## src/rtl/pipeline_hazard_ctrl_pkg.sv

```systemverilog
// Shared types and constants for the pipeline hazard controller: FSM state
// encoding, the implicit ecall register index and RV32 instruction field positions.
package pipeline_hazard_ctrl_pkg;

  typedef enum logic [1:0] {
    ST_RUN      = 2'd0,
    ST_MEM_WAIT = 2'd1,
    ST_DRAIN    = 2'd2,
    ST_HALTED   = 2'd3
  } hazard_state_e;

  // ecall reads the syscall number from a7 (x17) without encoding it in rs1/rs2
  localparam logic [4:0] X17_IDX = 5'd17;

  localparam int OPCODE_LSB = 0;
  localparam int OPCODE_MSB = 6;
  localparam int RD_LSB     = 7;
  localparam int RD_MSB     = 11;
  localparam int RS1_LSB    = 15;
  localparam int RS1_MSB    = 19;
  localparam int RS2_LSB    = 20;
  localparam int RS2_MSB    = 24;

  typedef struct packed {
    logic pc_write;
    logic if_id_write;
    logic if_id_flush;
    logic id_ex_bubble;
    logic ex_mem_hold;
  } hazard_ctrl_t;

  function automatic logic [6:0] opcode_of(input logic [31:0] inst);
    return inst[OPCODE_MSB:OPCODE_LSB];
  endfunction

  function automatic logic [4:0] rd_of(input logic [31:0] inst);
    return inst[RD_MSB:RD_LSB];
  endfunction

  function automatic logic [4:0] rs1_of(input logic [31:0] inst);
    return inst[RS1_MSB:RS1_LSB];
  endfunction

  function automatic logic [4:0] rs2_of(input logic [31:0] inst);
    return inst[RS2_MSB:RS2_LSB];
  endfunction

endpackage

```

## src/rtl/pipeline_hazard_ctrl_if.sv

```systemverilog
// Pipeline <-> hazard controller bundle: hazard sources in, register controls out.
// The master side is the datapath; the slave side is the controller.
interface pipeline_hazard_ctrl_if;

  logic [31:0] id_inst;
  logic        id_uses_rs1;
  logic        id_uses_rs2;
  logic        id_is_ecall;
  logic        id_ex_mem_read;
  logic [4:0]  id_ex_rd;
  logic        ex_branch_taken;
  logic        id_halt;
  logic        mem_req;
  logic        mem_ready;

  logic        pc_write;
  logic        if_id_write;
  logic        if_id_flush;
  logic        id_ex_bubble;
  logic        ex_mem_hold;
  logic        halted;
  logic [31:0] stall_count;

  modport master (
    output id_inst, id_uses_rs1, id_uses_rs2, id_is_ecall, id_ex_mem_read, id_ex_rd,
           ex_branch_taken, id_halt, mem_req, mem_ready,
    input  pc_write, if_id_write, if_id_flush, id_ex_bubble, ex_mem_hold, halted, stall_count
  );

  modport slave (
    input  id_inst, id_uses_rs1, id_uses_rs2, id_is_ecall, id_ex_mem_read, id_ex_rd,
           ex_branch_taken, id_halt, mem_req, mem_ready,
    output pc_write, if_id_write, if_id_flush, id_ex_bubble, ex_mem_hold, halted, stall_count
  );

endinterface

```

## src/rtl/pipeline_hazard_ctrl_load_use_detect.sv

```systemverilog
// Load-use comparator: flags an ID instruction that needs the result of a load
// still sitting in EX, including the implicit x17 read of ecall.
module load_use_detect
  import pipeline_hazard_ctrl_pkg::*;
(
  input  logic [31:0] id_inst,
  input  logic        id_uses_rs1,
  input  logic        id_uses_rs2,
  input  logic        id_is_ecall,
  input  logic        id_ex_mem_read,
  input  logic [4:0]  id_ex_rd,
  output logic        load_use
);

  logic rs1_hit;
  logic rs2_hit;
  logic ecall_hit;

  assign rs1_hit   = id_uses_rs1 && (rs1_of(id_inst) == id_ex_rd);
  assign rs2_hit   = id_uses_rs2 && (rs2_of(id_inst) == id_ex_rd);
  assign ecall_hit = id_is_ecall && (id_ex_rd == X17_IDX);

  // x0 is hardwired zero, so a load into it never produces a value to wait for
  assign load_use = id_ex_mem_read && (id_ex_rd != 5'd0) && (rs1_hit || rs2_hit || ecall_hit);

  logic unused_inst_bits;
  assign unused_inst_bits = ^{id_inst[31:25], id_inst[14:0]};

endmodule

```

## src/rtl/pipeline_hazard_ctrl.sv

```systemverilog
// Five-stage pipeline hazard controller: load-use stalls, branch flushes, data
// memory wait holds and halt draining. Define HAZARD_PERF_EN for the stall counter.
module pipeline_hazard_ctrl
  import pipeline_hazard_ctrl_pkg::*;
#(
  parameter int unsigned DRAIN_CYCLES = 3
) (
  input  logic                  clk,
  input  logic                  reset,
  pipeline_hazard_ctrl_if.slave hz
);

  hazard_state_e state;
  logic [31:0]   drain_cnt;
  hazard_ctrl_t  ctrl;
  logic          load_use;
  logic          mem_stall;

  load_use_detect u_load_use_detect (
    .id_inst        (hz.id_inst),
    .id_uses_rs1    (hz.id_uses_rs1),
    .id_uses_rs2    (hz.id_uses_rs2),
    .id_is_ecall    (hz.id_is_ecall),
    .id_ex_mem_read (hz.id_ex_mem_read),
    .id_ex_rd       (hz.id_ex_rd),
    .load_use       (load_use)
  );

  assign mem_stall = hz.mem_req && !hz.mem_ready;

  // NOTE: state uses non-blocking assignments and an asynchronous reset so every
  // flop samples pre-edge values and reset takes effect without a clock.
  always_ff @(posedge clk or negedge reset) begin
    if (!reset) begin
      state     <= ST_RUN;
      drain_cnt <= '0;
    end else begin
      case (state)
        ST_RUN: begin
          if (mem_stall) begin
            state <= ST_MEM_WAIT;
          end else if (!hz.ex_branch_taken && !load_use && hz.id_halt) begin
            state     <= ST_DRAIN;
            drain_cnt <= DRAIN_CYCLES;
          end
        end
        ST_MEM_WAIT: begin
          if (hz.mem_ready) state <= ST_RUN;
        end
        ST_DRAIN: begin
          if (hz.ex_branch_taken) begin
            state     <= ST_RUN;
            drain_cnt <= '0;
          end else if (!mem_stall) begin
            // the cycle that would leave the counter at zero is the last drain cycle
            if (drain_cnt <= 32'd1) begin
              state     <= ST_HALTED;
              drain_cnt <= '0;
            end else begin
              drain_cnt <= drain_cnt - 32'd1;
            end
          end
        end
        ST_HALTED: state <= ST_HALTED;
        default: begin
          state     <= ST_RUN;
          drain_cnt <= '0;
        end
      endcase
    end
  end

  // NOTE: every control gets a default before the case so no path leaves one
  // unassigned, which would otherwise infer a latch.
  always_comb begin
    ctrl             = '0;
    ctrl.pc_write    = 1'b1;
    ctrl.if_id_write = 1'b1;
    case (state)
      ST_RUN: begin
        // a stalled MEM stage also freezes EX, so the branch cannot redirect yet
        if (mem_stall) begin
          ctrl.pc_write    = 1'b0;
          ctrl.if_id_write = 1'b0;
          ctrl.ex_mem_hold = 1'b1;
        end else if (hz.ex_branch_taken) begin
          ctrl.if_id_flush  = 1'b1;
          ctrl.id_ex_bubble = 1'b1;
        end else if (load_use) begin
          ctrl.pc_write     = 1'b0;
          ctrl.if_id_write  = 1'b0;
          ctrl.id_ex_bubble = 1'b1;
        end
      end
      ST_MEM_WAIT: begin
        ctrl.pc_write    = 1'b0;
        ctrl.if_id_write = 1'b0;
        ctrl.ex_mem_hold = 1'b1;
      end
      ST_DRAIN: begin
        if (hz.ex_branch_taken) begin
          ctrl.if_id_flush  = 1'b1;
          ctrl.id_ex_bubble = 1'b1;
        end else begin
          ctrl.pc_write     = 1'b0;
          ctrl.if_id_write  = 1'b0;
          ctrl.id_ex_bubble = 1'b1;
          ctrl.ex_mem_hold  = mem_stall;
        end
      end
      ST_HALTED: begin
        ctrl.pc_write     = 1'b0;
        ctrl.if_id_write  = 1'b0;
        ctrl.id_ex_bubble = 1'b1;
      end
      default: ;
    endcase
  end

  assign hz.pc_write     = ctrl.pc_write;
  assign hz.if_id_write  = ctrl.if_id_write;
  assign hz.if_id_flush  = ctrl.if_id_flush;
  assign hz.id_ex_bubble = ctrl.id_ex_bubble;
  assign hz.ex_mem_hold  = ctrl.ex_mem_hold;
  assign hz.halted       = (state == ST_HALTED);

`ifdef HAZARD_PERF_EN
  logic [31:0] stall_q;

  always_ff @(posedge clk or negedge reset) begin
    if (!reset) begin
      stall_q <= '0;
    end else if (!ctrl.pc_write && (state != ST_HALTED) && (stall_q != 32'hFFFF_FFFF)) begin
      stall_q <= stall_q + 32'd1;
    end
  end

  assign hz.stall_count = stall_q;
`else
  assign hz.stall_count = '0;
`endif

endmodule

```

## src/flat_wrapper.sv

```systemverilog
// flat-port wrapper written by rule: the top's interface ports become plain ports
module pipeline_hazard_ctrl_flat import pipeline_hazard_ctrl_pkg::*;
#(
  parameter int unsigned DRAIN_CYCLES = 3
)
  (clk, reset, hz_id_inst, hz_id_uses_rs1, hz_id_uses_rs2, hz_id_is_ecall, hz_id_ex_mem_read, hz_id_ex_rd, hz_ex_branch_taken, hz_id_halt, hz_mem_req, hz_mem_ready, hz_pc_write, hz_if_id_write, hz_if_id_flush, hz_id_ex_bubble, hz_ex_mem_hold, hz_halted, hz_stall_count);
  pipeline_hazard_ctrl_if hz_i ();
  input  logic clk;
  input  logic reset;
  input wire logic [$bits(hz_i.id_inst)-1:0] hz_id_inst;
  input wire logic [$bits(hz_i.id_uses_rs1)-1:0] hz_id_uses_rs1;
  input wire logic [$bits(hz_i.id_uses_rs2)-1:0] hz_id_uses_rs2;
  input wire logic [$bits(hz_i.id_is_ecall)-1:0] hz_id_is_ecall;
  input wire logic [$bits(hz_i.id_ex_mem_read)-1:0] hz_id_ex_mem_read;
  input wire logic [$bits(hz_i.id_ex_rd)-1:0] hz_id_ex_rd;
  input wire logic [$bits(hz_i.ex_branch_taken)-1:0] hz_ex_branch_taken;
  input wire logic [$bits(hz_i.id_halt)-1:0] hz_id_halt;
  input wire logic [$bits(hz_i.mem_req)-1:0] hz_mem_req;
  input wire logic [$bits(hz_i.mem_ready)-1:0] hz_mem_ready;
  output wire logic [$bits(hz_i.pc_write)-1:0] hz_pc_write;
  output wire logic [$bits(hz_i.if_id_write)-1:0] hz_if_id_write;
  output wire logic [$bits(hz_i.if_id_flush)-1:0] hz_if_id_flush;
  output wire logic [$bits(hz_i.id_ex_bubble)-1:0] hz_id_ex_bubble;
  output wire logic [$bits(hz_i.ex_mem_hold)-1:0] hz_ex_mem_hold;
  output wire logic [$bits(hz_i.halted)-1:0] hz_halted;
  output wire logic [$bits(hz_i.stall_count)-1:0] hz_stall_count;
  assign hz_i.id_inst = hz_id_inst;
  assign hz_i.id_uses_rs1 = hz_id_uses_rs1;
  assign hz_i.id_uses_rs2 = hz_id_uses_rs2;
  assign hz_i.id_is_ecall = hz_id_is_ecall;
  assign hz_i.id_ex_mem_read = hz_id_ex_mem_read;
  assign hz_i.id_ex_rd = hz_id_ex_rd;
  assign hz_i.ex_branch_taken = hz_ex_branch_taken;
  assign hz_i.id_halt = hz_id_halt;
  assign hz_i.mem_req = hz_mem_req;
  assign hz_i.mem_ready = hz_mem_ready;
  assign hz_pc_write = hz_i.pc_write;
  assign hz_if_id_write = hz_i.if_id_write;
  assign hz_if_id_flush = hz_i.if_id_flush;
  assign hz_id_ex_bubble = hz_i.id_ex_bubble;
  assign hz_ex_mem_hold = hz_i.ex_mem_hold;
  assign hz_halted = hz_i.halted;
  assign hz_stall_count = hz_i.stall_count;
  pipeline_hazard_ctrl #(.DRAIN_CYCLES(DRAIN_CYCLES)) u_core (.clk(clk), .reset(reset), .hz(hz_i));
endmodule
```

## config.mk

```make
export PLATFORM = sky130hd
export DESIGN_NAME = pipeline_hazard_ctrl_flat
export DESIGN_NICKNAME = d
export VERILOG_FILES = /design/src/rtl/pipeline_hazard_ctrl_pkg.sv /design/src/rtl/pipeline_hazard_ctrl_if.sv /design/src/rtl/pipeline_hazard_ctrl_load_use_detect.sv /design/src/rtl/pipeline_hazard_ctrl.sv /design/src/flat_wrapper.sv
export SDC_FILE = /design/constraint.sdc
export NUM_CORES = 1
export LEC_CHECK = 0
export ABC_CLOCK_PERIOD_IN_PS = 3810
export CAP_MARGIN = 5
export CELL_PAD_IN_SITES_DETAIL_PLACEMENT = 2
export CELL_PAD_IN_SITES_GLOBAL_PLACEMENT = 2
export CORE_ASPECT_RATIO = 1.5
export CORE_MARGIN = 3
export CORE_UTILIZATION = 28
export CTS_CLUSTER_SIZE = 8
export DETAILED_ROUTE_END_ITERATION = 8
export GPL_ROUTABILITY_DRIVEN = 0
export GPL_TIMING_DRIVEN = 0
export PLACE_DENSITY_LB_ADDON = 0.12
export SLEW_MARGIN = 20
export SYNTH_ARGS = -nofsm -noshare
export SYNTH_HDL_FRONTEND = slang
export SYNTH_SLANG_ARGS = --single-unit
export TNS_END_PERCENT = 30
```

## constraint.sdc

```tcl
create_clock -name clk -period 3.81 [get_ports clk]
set_clock_uncertainty 0.05 [all_clocks]
set_input_delay 0.762 -clock clk [delete_from_list [all_inputs] [get_ports clk]]
set_output_delay 0.762 -clock clk [all_outputs]
set_load 0.01 [all_outputs]
```

==> metrics.csv, run 1 <==
metric;value;unit
yosysUniqueCellTypes;57;
max-slew-margin-rel;43.5;%
core.rowCount;42;
max_cap_viol_count;0;
synth-simple-area-share;26.2;%
syn_inst;303;
fmax;265;MHz
start_util;29.0;%
antenna_found_initial;0;
yosys.area_share.adder;0.971;%
cts_buffers;5;
leakage;1.57;nW
slew_viol_final;0;
ff2ff_path_depth;8;
synth_top_cell_by_area;dfrtp_1;
tns;0;ns
final_net_count;426;
final_common_cell;buf_4;
ctsLongestPathBuffers;2;
cts_root_buf;clkbuf_16;
fin_crit_sh;99.1;%
ys_async_sr_fraction;100;%
drtPass1Iterations;4;
clock_latency;0.28;ns
synthXorXnorAreaFrac;3.40;%
cts.reportedPaths.clkPinSlew;0.05;ns
core_area;8880;um2
first_global_vias;2749;
cp_max_fo;3;
outcome;completed;
hold_path_class;primary input to async pin;
r2r-end;u_core.drain_cnt[12]$_DFFE_PN0P_;
setup.worst_path.start_class;primary input;
rsz0062_at_grt;true;
tritoncts;done;
pin_count;85;
synthTopCellsByArea;dfrtp_1, buf_4, nor2_1;
ctsHtreeMaxLevel;2;
clock-sinks;34;
via_count;2559;
syn-cell-area;2580;um2
setup_viol_count_final;0;
ant_nets;0;
chipWidth;84.3;um
drive_above_1_share;18.0;%
synth_top_family_by_area;simple AND/OR/NAND/NOR gates;
ys_seq_elements;34;
vdd_drop_max;0.312;mV
final.fill_count;1047;
routed_wl;8750;um
cts_hold_buf;0;
diodes;0;
drt-initial-drc-count;97;
timing.rr.start;u_core.drain_cnt[0]$_DFFE_PN0P_;
synth-edff-count;0;
io_buffers;30;
min_period;3.78;ns
synth_compound_area_share;21.9;%
power_density;501;nW/um2
grt_pass1_wl;14100;um
synthMuxAreaShare;1.94;%
via_per_inst;5.25;
dp_hpwl;6620;um
yosysTopAreaCellShare;33.0;%
cp.required;3.00;ns
critPathCaptureType;output pin;
wire_per_inst;18.0;um
worstSetupPathType;primary input to output pin;
r2r_slack;0.88;ns
finalHoldViolCount;0;
drc;0;
avgSynthCellArea;8.51;um2
tightest_slew;0.840;ns
final_cell_mix;buf_4, dfrtp_1, conb_1;
die_h;124;um
grt_overflow;0;
syn_to_final_growth;30.0;%
die_area;10400;um2
grt_max_degree;29;
critPathArrivalTime;2.96;ns
fin_util;37.7;%
setup.worst_path.start;hz_id_ex_rd[3];
grt_usage;17.2;%
crit_path_end;hz_pc_write;
ys_dominant_reg_cell;dfrtp_1;
synth_seq_area_share;33.0;%
yosys_warnings;0;
==> synthesized netlist by cell type (4+ instances only) <==
master	number
buf_4	34
a211o_1	7
o31ai_1	6
o21ai_0	14
nand3_1	9
and3_1	4
clkbuf_1	6
o2bb2ai_1	4
nor3b_1	4
inv_1	5
nand2_1	17
o22a_1	5
nor4_1	9
a21o_1	4
or3_1	6
xor2_1	8
nor3_1	12
mux2i_1	5
a21oi_1	19
nor2_1	28
nand4_1	4
dfrtp_1	34
a31oi_1	8
==> repair_timing <==
item / 4_1_cts / 5_1_grt
buffers inserted: 6 / 0
endpoints found under the setup margin: 3 / 12
endpoints found under the hold margin: 0 / 0
resized for setup: 8 / 1
pin swaps: 5 / 0
==> metrics by stage <==
stage                     instance area, um2  instances  hold slack, ns  worst slack (ns)  total power [mW]
final                                   3350        487           0.270            0.0335              1.68
after global routing                    3350        487           0.285            -0.101              1.80
after CTS                               3350        488           0.271            0.0190              1.70
after detailed placement                3150        475           0.426            -0.183              1.29
after global placement                  3130        474           0.416            -0.184              1.27
after floorplan                         2690        334           0.394             0.847             0.984
==> registers in the layout, indices dropped and copies added (netlist names) <==
register and cells:
u_core.state 2, u_core.drain_cnt 32
==> critical path, stage by stage <==
cell	delay (ns)
clkdlybuf4s50_1	0.47
xor2_1	0.19
nor4_2	0.28
a31oi_1	0.18
a21oi_2	0.21
o21ai_0	0.09
nor3b_2	0.17
buf_4	0.15
clkdlybuf4s50_1	0.47
==> final cells by class <==
class | instances | area (um2) | share of cell area (%)
inverter | 5 | 18.8 | 0.560
clock buffer | 7 | 133 | 3.96
buffer | 43 | 299 | 8.92
timing repair buffer | 37 | 357 | 10.6
multi-input combinational | 251 | 1560 | 46.4
sequential | 34 | 851 | 25.4
tap | 110 | 138 | 4.11
==> worst min-delay path by stage <==
stage                                startpoint                          endpoint  depth (start not counted)
3_3_place_gp   u_core.drain_cnt[31]$_DFFE_PN0P_  u_core.drain_cnt[31]$_DFFE_PN0P_                          1
6_report                                  reset   u_core.drain_cnt[1]$_DFFE_PN0P_                          1
5_1_grt                                   reset   u_core.drain_cnt[1]$_DFFE_PN0P_                          1
3_5_place_dp   u_core.drain_cnt[31]$_DFFE_PN0P_  u_core.drain_cnt[31]$_DFFE_PN0P_                          1
2_1_floorplan  u_core.drain_cnt[31]$_DFFE_PN0P_  u_core.drain_cnt[31]$_DFFE_PN0P_                          1
4_1_cts                                   reset   u_core.drain_cnt[1]$_DFFE_PN0P_                          1
==> per-layer routing <==
metal	vias up	global-route usage (%)	wire length, um
met5	-	0	0
li1	1211	-	-
met1	1296	17.9	3370
met3	8	2.73	263
met4	0	4.75	146
met2	44	35.1	4980
==> kinds of logic (layout without fill, tap and decap cells) <==
family,Yosys count,in the layout
compound gates,82,82
buf+inv,49,92
mux,5,5
flops,34,34
simple gates,120,120
fa+ha+maj,2,2
other cells,1,32
xor+xnor,10,10
==> report_power, final <==
group	total (mW)	internal [mW]	switching, mW	leakage [nW]
Clock	0.390	0.239	0.151	0.0640
Sequential	0.476	0.413	0.0630	0.462
Combinational	0.814	0.306	0.508	1.04
(Power assumes the default switching activity.)
==> inputs of run 2 (changes only) <==
- CORE_MARGIN: 3 -> default
- CTS_CLUSTER_SIZE: 8 -> 28
==> run 2 against run 1 <==
Effect of this change:
- via count rose by 0.39%
- power is 4.7% higher
- non-clock buffer count grew 1
- register-to-register slack improved by 0.03 ns
- count of clock-buffer cells in the layout shrank 1
- worst hold slack got worse by 0.013 ns
- sequential power about the same
- die area is 7.8% lower
- wire length shrank 2.1%
- fmax is 0.33% higher
- critical path depth shrank 2
- sequential cell count unchanged
- largest cell class unchanged
- largest power group unchanged
- highest routed layer unchanged
==> metrics.csv, run 2 (synthesis results as in run 1) <==
metric;value;unit;change
final_common_cell;buf_4;;unchanged
grt_pass1_wl;14000;um;was 14100 um
grt_usage;19.4;%;was 17.2%
final_net_count;427;;was 426
regMostFlops;u_core.drain_cnt;;unchanged
core_area;8880;um2;unchanged
die_area;9600;um2;was 10400 um2
worstSetupPathType;primary input to output pin;;unchanged
cts_hold_buf;0;;unchanged
power_density;519;nW/um2;was 501 nW/um2
routed_wl;8570;um;was 8750 um
vdd_drop_max;0.300;mV;was 0.312 mV
wire_per_inst;17.6;um;was 18.0 um
dp_hpwl;6480;um;was 6620 um
pre_cts_slack;-0.281;ns;was -0.183 ns
clock_latency;0.29;ns;was 0.28 ns
fmax;266;MHz;was 265 MHz
path_buf_inv;2;;was 3
start_util;29.0;%;unchanged
multiInputGateArea;1550;um2;was 1560 um2
cts.reportedPaths.clkPinSlew;0.06;ns;was 0.05 ns
fin_ws;0.0460;ns;was 0.0335 ns
largest_reg_flops;32;;unchanged
clock-sinks;34;;unchanged
final_cell_mix;buf_4, dfrtp_1, conb_1;;unchanged
setup_viol_count_final;0;;unchanged
ctsHtreeMaxLevel;2;;unchanged
drtPass1Iterations;4;;unchanged
cp_slowest_cell;clkdlybuf4s50_1;;unchanged
grt_overflow;0;;unchanged
cp_cell_sequence;clkdlybuf4s50_1, or3_1, o31ai_4, a21oi_2, o21ai_0, nor3b_2, clkdlybuf4s50_1;;was clkdlybuf4s50_1, xor2_1, nor4_2, a31oi_1, a21oi_2, o21ai_0, nor3b_2, buf_4, clkdlybuf4s50_1
grt_max_degree;29;;unchanged
min_period;3.76;ns;was 3.78 ns
hold_path_class;primary input to async pin;;unchanged
cp_max_fo;3;;unchanged
pin_count;85;;unchanged
ctsLongestPathBuffers;2;;unchanged
finalHoldViolCount;0;;unchanged
syn_to_final_growth;31.5;%;was 30.0%
die_h;120;um;was 124 um
cts_root_buf;clkbuf_16;;unchanged
via_count;2569;;was 2559
core.rowCount;42;;unchanged
cts_buffers;5;;unchanged
rsz0062_at_grt;true;;unchanged
top_regs;u_core.drain_cnt x32, u_core.state x2;;unchanged
ant_nets;0;;unchanged
drc;0;;unchanged
outcome;completed;;unchanged
setup.worst_path.start_class;primary input;;unchanged
drt-initial-drc-count;68;;was 97
via_per_inst;5.26;;was 5.25
io_buffers;30;;unchanged
tritoncts;done;;unchanged
regArea;851;um2;unchanged
tightest_slew;0.867;ns;was 0.840 ns
fin_crit_sh;98.8;%;was 99.1%
first_global_vias;2741;;was 2749
final.fill_count;1060;;was 1047
critical_path.top_delay_family;buffers and inverters;;unchanged
drive_above_1_share;18.5;%;was 18.0%
holdWs;0.257;ns;was 0.270 ns
path_common_cell;clkdlybuf4s50_1;;unchanged
antenna_found_initial;0;;unchanged
max_stage_delay;0.59;ns;was 0.47 ns
diodes;0;;unchanged
chipWidth;80.3;um;was 84.3 um
slew_viol_final;0;;unchanged
max_cap_viol_count;0;;unchanged
critPathArrivalTime;2.95;ns;was 2.96 ns
leakage;1.59;nW;was 1.57 nW
cp.required;3.00;ns;about the same
max-slew-margin-rel;41.9;%;was 43.5%
r2r_slack;0.91;ns;was 0.88 ns
critPathCaptureType;output pin;;unchanged
run 2: final cells by class:
type | count | share of cell area, %
multi-input combinational | 251 | 45.8
inverter | 5 | 0.554
clock buffer | 6 | 4.10
tap | 110 | 4.06
buffer | 44 | 8.97
clock inverter | 1 | 0.886
sequential | 34 | 25.1
timing repair buffer | 37 | 10.5
run 2: worst reg2reg max path, cell delays in order (launching register included):
cell and delay (ns):
dfrtp_1 0.44, inv_1 0.10, ha_1 0.24, o21bai_1 0.10, nor4_1 0.60, nand4_1 0.42, nand2_1 0.45, nor2_1 0.10
a221o_1 0.28
run 2: layer usage:
metal / wire length (um) / vias up / GRT usage, %
li1: - / 1215 / -
met1: 3210 / 1303 / 19.9
met2: 5010 / 47 / 38.4
met3: 223 / 4 / 3.42
met4: 116 / 0 / 6.03
met5: 0 / - / 0
run 2: stage by stage:
step / instances / area, um2 / util, % / setup TNS, ns / power [mW]
6_report: 488 / 3390 / 38.2 / 0 / 1.76
5_1_grt: 488 / 3390 / 38.2 / -0.114 / 1.87
4_1_cts: 488 / 3380 / 38.1 / 0 / 1.77
3_5_place_dp: 475 / 3150 / 35.4 / -0.562 / 1.28
3_3_place_gp: 474 / 3130 / 35.3 / -0.322 / 1.26
2_1_floorplan: 334 / 2690 / - / 0 / 0.984
run 2: worst paths after layout:
check	from	end	cells after the start
setup reg to reg	u_core.drain_cnt[0]$_DFFE_PN0P_	u_core.drain_cnt[5]$_DFFE_PN0P_	8
hold / removal	reset	u_core.drain_cnt[0]$_DFFE_PN0P_	1
setup / recovery	hz_id_ex_rd[2]	hz_if_id_write	7
hold reg to reg	u_core.drain_cnt[31]$_DFFE_PN0P_	u_core.drain_cnt[31]$_DFFE_PN0P_	1
min in group clk	u_core.drain_cnt[31]$_DFFE_PN0P_	u_core.drain_cnt[31]$_DFFE_PN0P_	1
max in group asynchronous	reset	u_core.drain_cnt[23]$_DFFE_PN0P_	2
run 2: power breakdown:
part | leakage (nW) | internal [mW] | switching, mW
registers | 0.462 | 0.413 | 0.0629
logic | 1.04 | 0.305 | 0.492
clock network | 0.0829 | 0.323 | 0.165
total | 1.59 | 1.04 | 0.719
run 2: repair_timing:
item | CTS | global route
cloned | 0 | 0
pin swaps | 3 | 1
endpoints found under the hold margin | 0 | 0
endpoints found under the setup margin | 3 | 13
gates resized for setup | 7 | 3
setup buffers | 6 | 0
==> inputs of run 3 (changes only) <==
- ABC_AREA: default -> 1
==> run 3 against run 2 <==
Effect of this change:
- non-clock buffer count is 2 higher
- final cell count is 60% higher
- sequential power is 35% higher
- synthesized cell count is 84% higher
- sequential cell count stayed put
- worst hold slack better by 0.082 ns
- critical path type unchanged
==> metrics.csv, run 3 <==
metric;value;unit;change
outcome;completed;;unchanged
rsz0062_at_grt;false;;was true
routed_wl;12900;um;was 8570 um
syn_inst;559;;was 303
cts.reportedPaths.clkPinSlew;0.06;ns;about the same
hold_path_class;primary input to async pin;;unchanged
core_area;11700;um2;was 8880 um2
ys_async_sr_fraction;100;%;unchanged
tightest_slew;0.693;ns;was 0.867 ns
cp.required;3.00;ns;about the same
final_cell_mix;nand2_1, nor2_1, nand3_1;;was buf_4, dfrtp_1, conb_1
yosysUniqueCellTypes;30;;was 57
synthTopCellsByCount;nand2_1, nor2_1, nand3_1;;was buf_4, dfrtp_1, nor2_1
chipWidth;91.9;um;was 80.3 um
setup.worst_path.start_class;primary input;;unchanged
cp_max_fo;10;;was 3
grt_overflow;0;;unchanged
cp_slowest_cell;clkdlybuf4s50_1;;unchanged
core.rowCount;48;;was 42
final_area;4190;um2;was 3390 um2
top_regs;u_core.drain_cnt x32, u_core.state x2;;unchanged
max-slew-margin-rel;53.8;%;was 41.9%
min_period;3.66;ns;was 3.76 ns
ys_dominant_reg_cell;dfrtp_1;;unchanged
grt_usage;21.5;%;was 19.4%
cp.depth;8;;was 7
ant_nets;0;;unchanged
ctsLongestPathBuffers;2;;unchanged
fin_crit_sh;96.1;%;was 98.8%
critical_path.top_delay_family;buffers and inverters;;unchanged
syn-cell-area;3390;um2;was 2580 um2
start_util;29.1;%;was 29.0%
regMostFlops;u_core.drain_cnt;;unchanged
drt-initial-drc-count;65;;was 68
diodes;0;;unchanged
antenna_found_initial;0;;unchanged
clock-sinks;34;;unchanged
power_density;1130;nW/um2;was 519 nW/um2
switching_power;2.79;mW;was 0.719 mW
vdd_drop_max;0.368;mV;was 0.300 mV
largest_reg_flops;32;;unchanged
p_int;1.94;mW;was 1.04 mW
synth_top_cell_by_area;dfrtp_1;;unchanged
io_buffers;30;;unchanged
setup_viol_count_final;0;;unchanged
die_area;12600;um2;was 9600 um2
finalHoldViolCount;0;;unchanged
setup.worst_path.start;hz_ex_branch_taken;;was hz_id_ex_rd[2]
tritoncts;done;;unchanged
synth-edff-count;0;;unchanged
p_comb_share;76.0;%;was 45.2%
dp_hpwl;10400;um;was 6480 um
yosys_warnings;0;;unchanged
ctsHtreeMaxLevel;2;;unchanged
cts_buffers;5;;unchanged
synthTopCellsByArea;dfrtp_1, nand2_1, nor2_1;;was dfrtp_1, buf_4, nor2_1
worstSetupPathType;primary input to output pin;;unchanged
drive_above_1_share;14.5;%;was 18.5%
p_sw_share;59.0;%;was 40.9%
leakage;2.33;nW;was 1.59 nW
pin_count;85;;unchanged
path_buf_inv;6;;was 2
slew_viol_final;0;;unchanged
synth_seq_area_share;25.1;%;was 33.0%
final_net_count;677;;was 427
final_common_cell;nand2_1;;was buf_4
first_global_vias;4208;;was 2741
max_stage_delay;0.58;ns;was 0.59 ns
ff2ff_path_depth;11;;was 8
placed_cell_area;4010;um2;was 3150 um2
critPathArrivalTime;2.85;ns;was 2.95 ns
yosysMostFrequentCell;nand2_1;;
grt_max_degree;22;;was 29
cp_cell_sequence;clkdlybuf4s50_1, clkinv_2, clkbuf_2, o21ai_0, o21ai_0, inv_1, buf_4, clkdlybuf4s50_1;;was clkdlybuf4s50_1, or3_1, o31ai_4, a21oi_2, o21ai_0, nor3b_2, clkdlybuf4s50_1
pre_cts_slack;-0.0942;ns;was -0.281 ns
yosysTopAreaCellShare;25.1;%;was 33.0%
max_cap_viol_count;0;;unchanged
via_per_inst;4.89;;was 5.26
cts_root_buf;clkbuf_16;;unchanged
avgSynthCellArea;6.07;um2;was 8.51 um2
fmax;273;MHz;was 266 MHz
wire_per_inst;16.6;um;was 17.6 um
fin_ws;0.149;ns;was 0.0460 ns
pwr-share-clk;10.4;%;was 27.7%
ys_seq_elements;34;;unchanged
postCtsSetupBuffers;0;;was 6
drtPass1Iterations;4;;unchanged
p_seq_share;13.6;%;was 27.1%
clock_latency;0.29;ns;about the same
critPathCaptureType;output pin;;unchanged
grt_pass1_wl;20700;um;was 14000 um
die_h;137;um;was 120 um
drc;0;;unchanged
syn_to_final_growth;23.6;%;was 31.5%
timing.rr.start;u_core.drain_cnt[0]$_DFFE_PN0P_;;unchanged
via_count;3807;;was 2569
## run 3: cell count changes after synthesis, moves of 8 or more
cell,previous run,this run
nand2_1,17,183
nor2_1,28,98
nand3_1,9,61
inv_1,5,41
a21oi_1,19,0
nand4_1,4,22
nor3_1,12,0
o21ai_0,14,4
buf_2,2,11
nand3b_1,3,12
nor4_1,9,0
a31oi_1,8,0
## run 3: final timing paths
path | to | slack [ns]
max in group asynchronous | u_core.drain_cnt[30]$_DFFE_PN0P_ | 2.91
worst max-delay path | hz_pc_write | 0.15
min in group clk | u_core.drain_cnt[1]$_DFFE_PN0P_ | 0.46
worst min register to register | u_core.drain_cnt[1]$_DFFE_PN0P_ | 0.46
worst min-delay path | u_core.drain_cnt[14]$_DFFE_PN0P_ | 0.34
worst max register to register | u_core.drain_cnt[14]$_DFFE_PN0P_ | 1.62
## run 3: logic make-up after synthesis
group / Yosys count / share of synthesized area [%]
other cells: 1 / 0.111
simple gates: 398 / 52.9
compound gates: 16 / 3.36
xor+xnor: 7 / 1.81
fa+ha+maj: 2 / 0.738
flops: 34 / 25.1
buf+inv: 101 / 16.0
## run 3: per-stage QoR
step / utilization [%] / cells / power [mW] / TNS [ns] / hold WS [ns]
final: 36.0 / 779 / 4.72 / 0 / 0.340
after global routing: 36.0 / 779 / 5.14 / 0 / 0.358
after CTS: 35.9 / 779 / 4.78 / 0 / 0.345
after detailed placement: 34.4 / 771 / 4.24 / -0.169 / 0.445
after global placement: 34.3 / 770 / 4.09 / -0.0649 / 0.438
after floorplan: - / 590 / 3.14 / 0 / 0.414
## run 3: cell type report
cell class,instances,area [um2]
Clock buffer,5,125
Fill cell,1490,7460
Clock inverter,3,45.0
Timing Repair Buffer,31,315
Inverter,49,185
Tap cell,150,188
Sequential cell,34,851
Multi-Input combinational cell,455,2120
Buffer,52,360
## run 3: power groups by stage
stage	Combinational (mW)	Clock (mW)	Sequential [mW]
floorplan	2.55	0	0.587
global placement	3.45	0	0.640
detailed placement	3.60	0	0.646
global route	3.96	0.507	0.665
finish	3.59	0.490	0.643
CTS	3.63	0.503	0.644
## run 3: timing repair
action,4_1_cts,5_1_grt
gates resized for setup,2,1
hold endpoints to repair,0,0
pin swaps,0,0
hold buffers,0,0
setup endpoints to repair,2,1
## run 3: worst reg2reg max path, cell delays in order (launching register included)
cell	delay [ns]
dfrtp_1	0.40
inv_1	0.11
ha_1	0.34
nand2_4	0.14
nor2_2	0.29
nand2_1	0.22
nand2_1	0.11
nand2_1	0.05
nand3b_1	0.15
nor2_1	0.11
nand3_1	0.08
nand2_1	0.07
## run 3: routing by layer
metal  track usage (%)  vias to the layer above  part of all wire [%]  routed length [um]
li1                  -                     1837                     -                   -
met1              21.3                     1884                    37                4790
met2              44.9                       69                    58                7510
met3              1.50                       17                   1.8                 228
met4              8.33                        0                   3.1                 401
met5                 0                        -                     0                   0
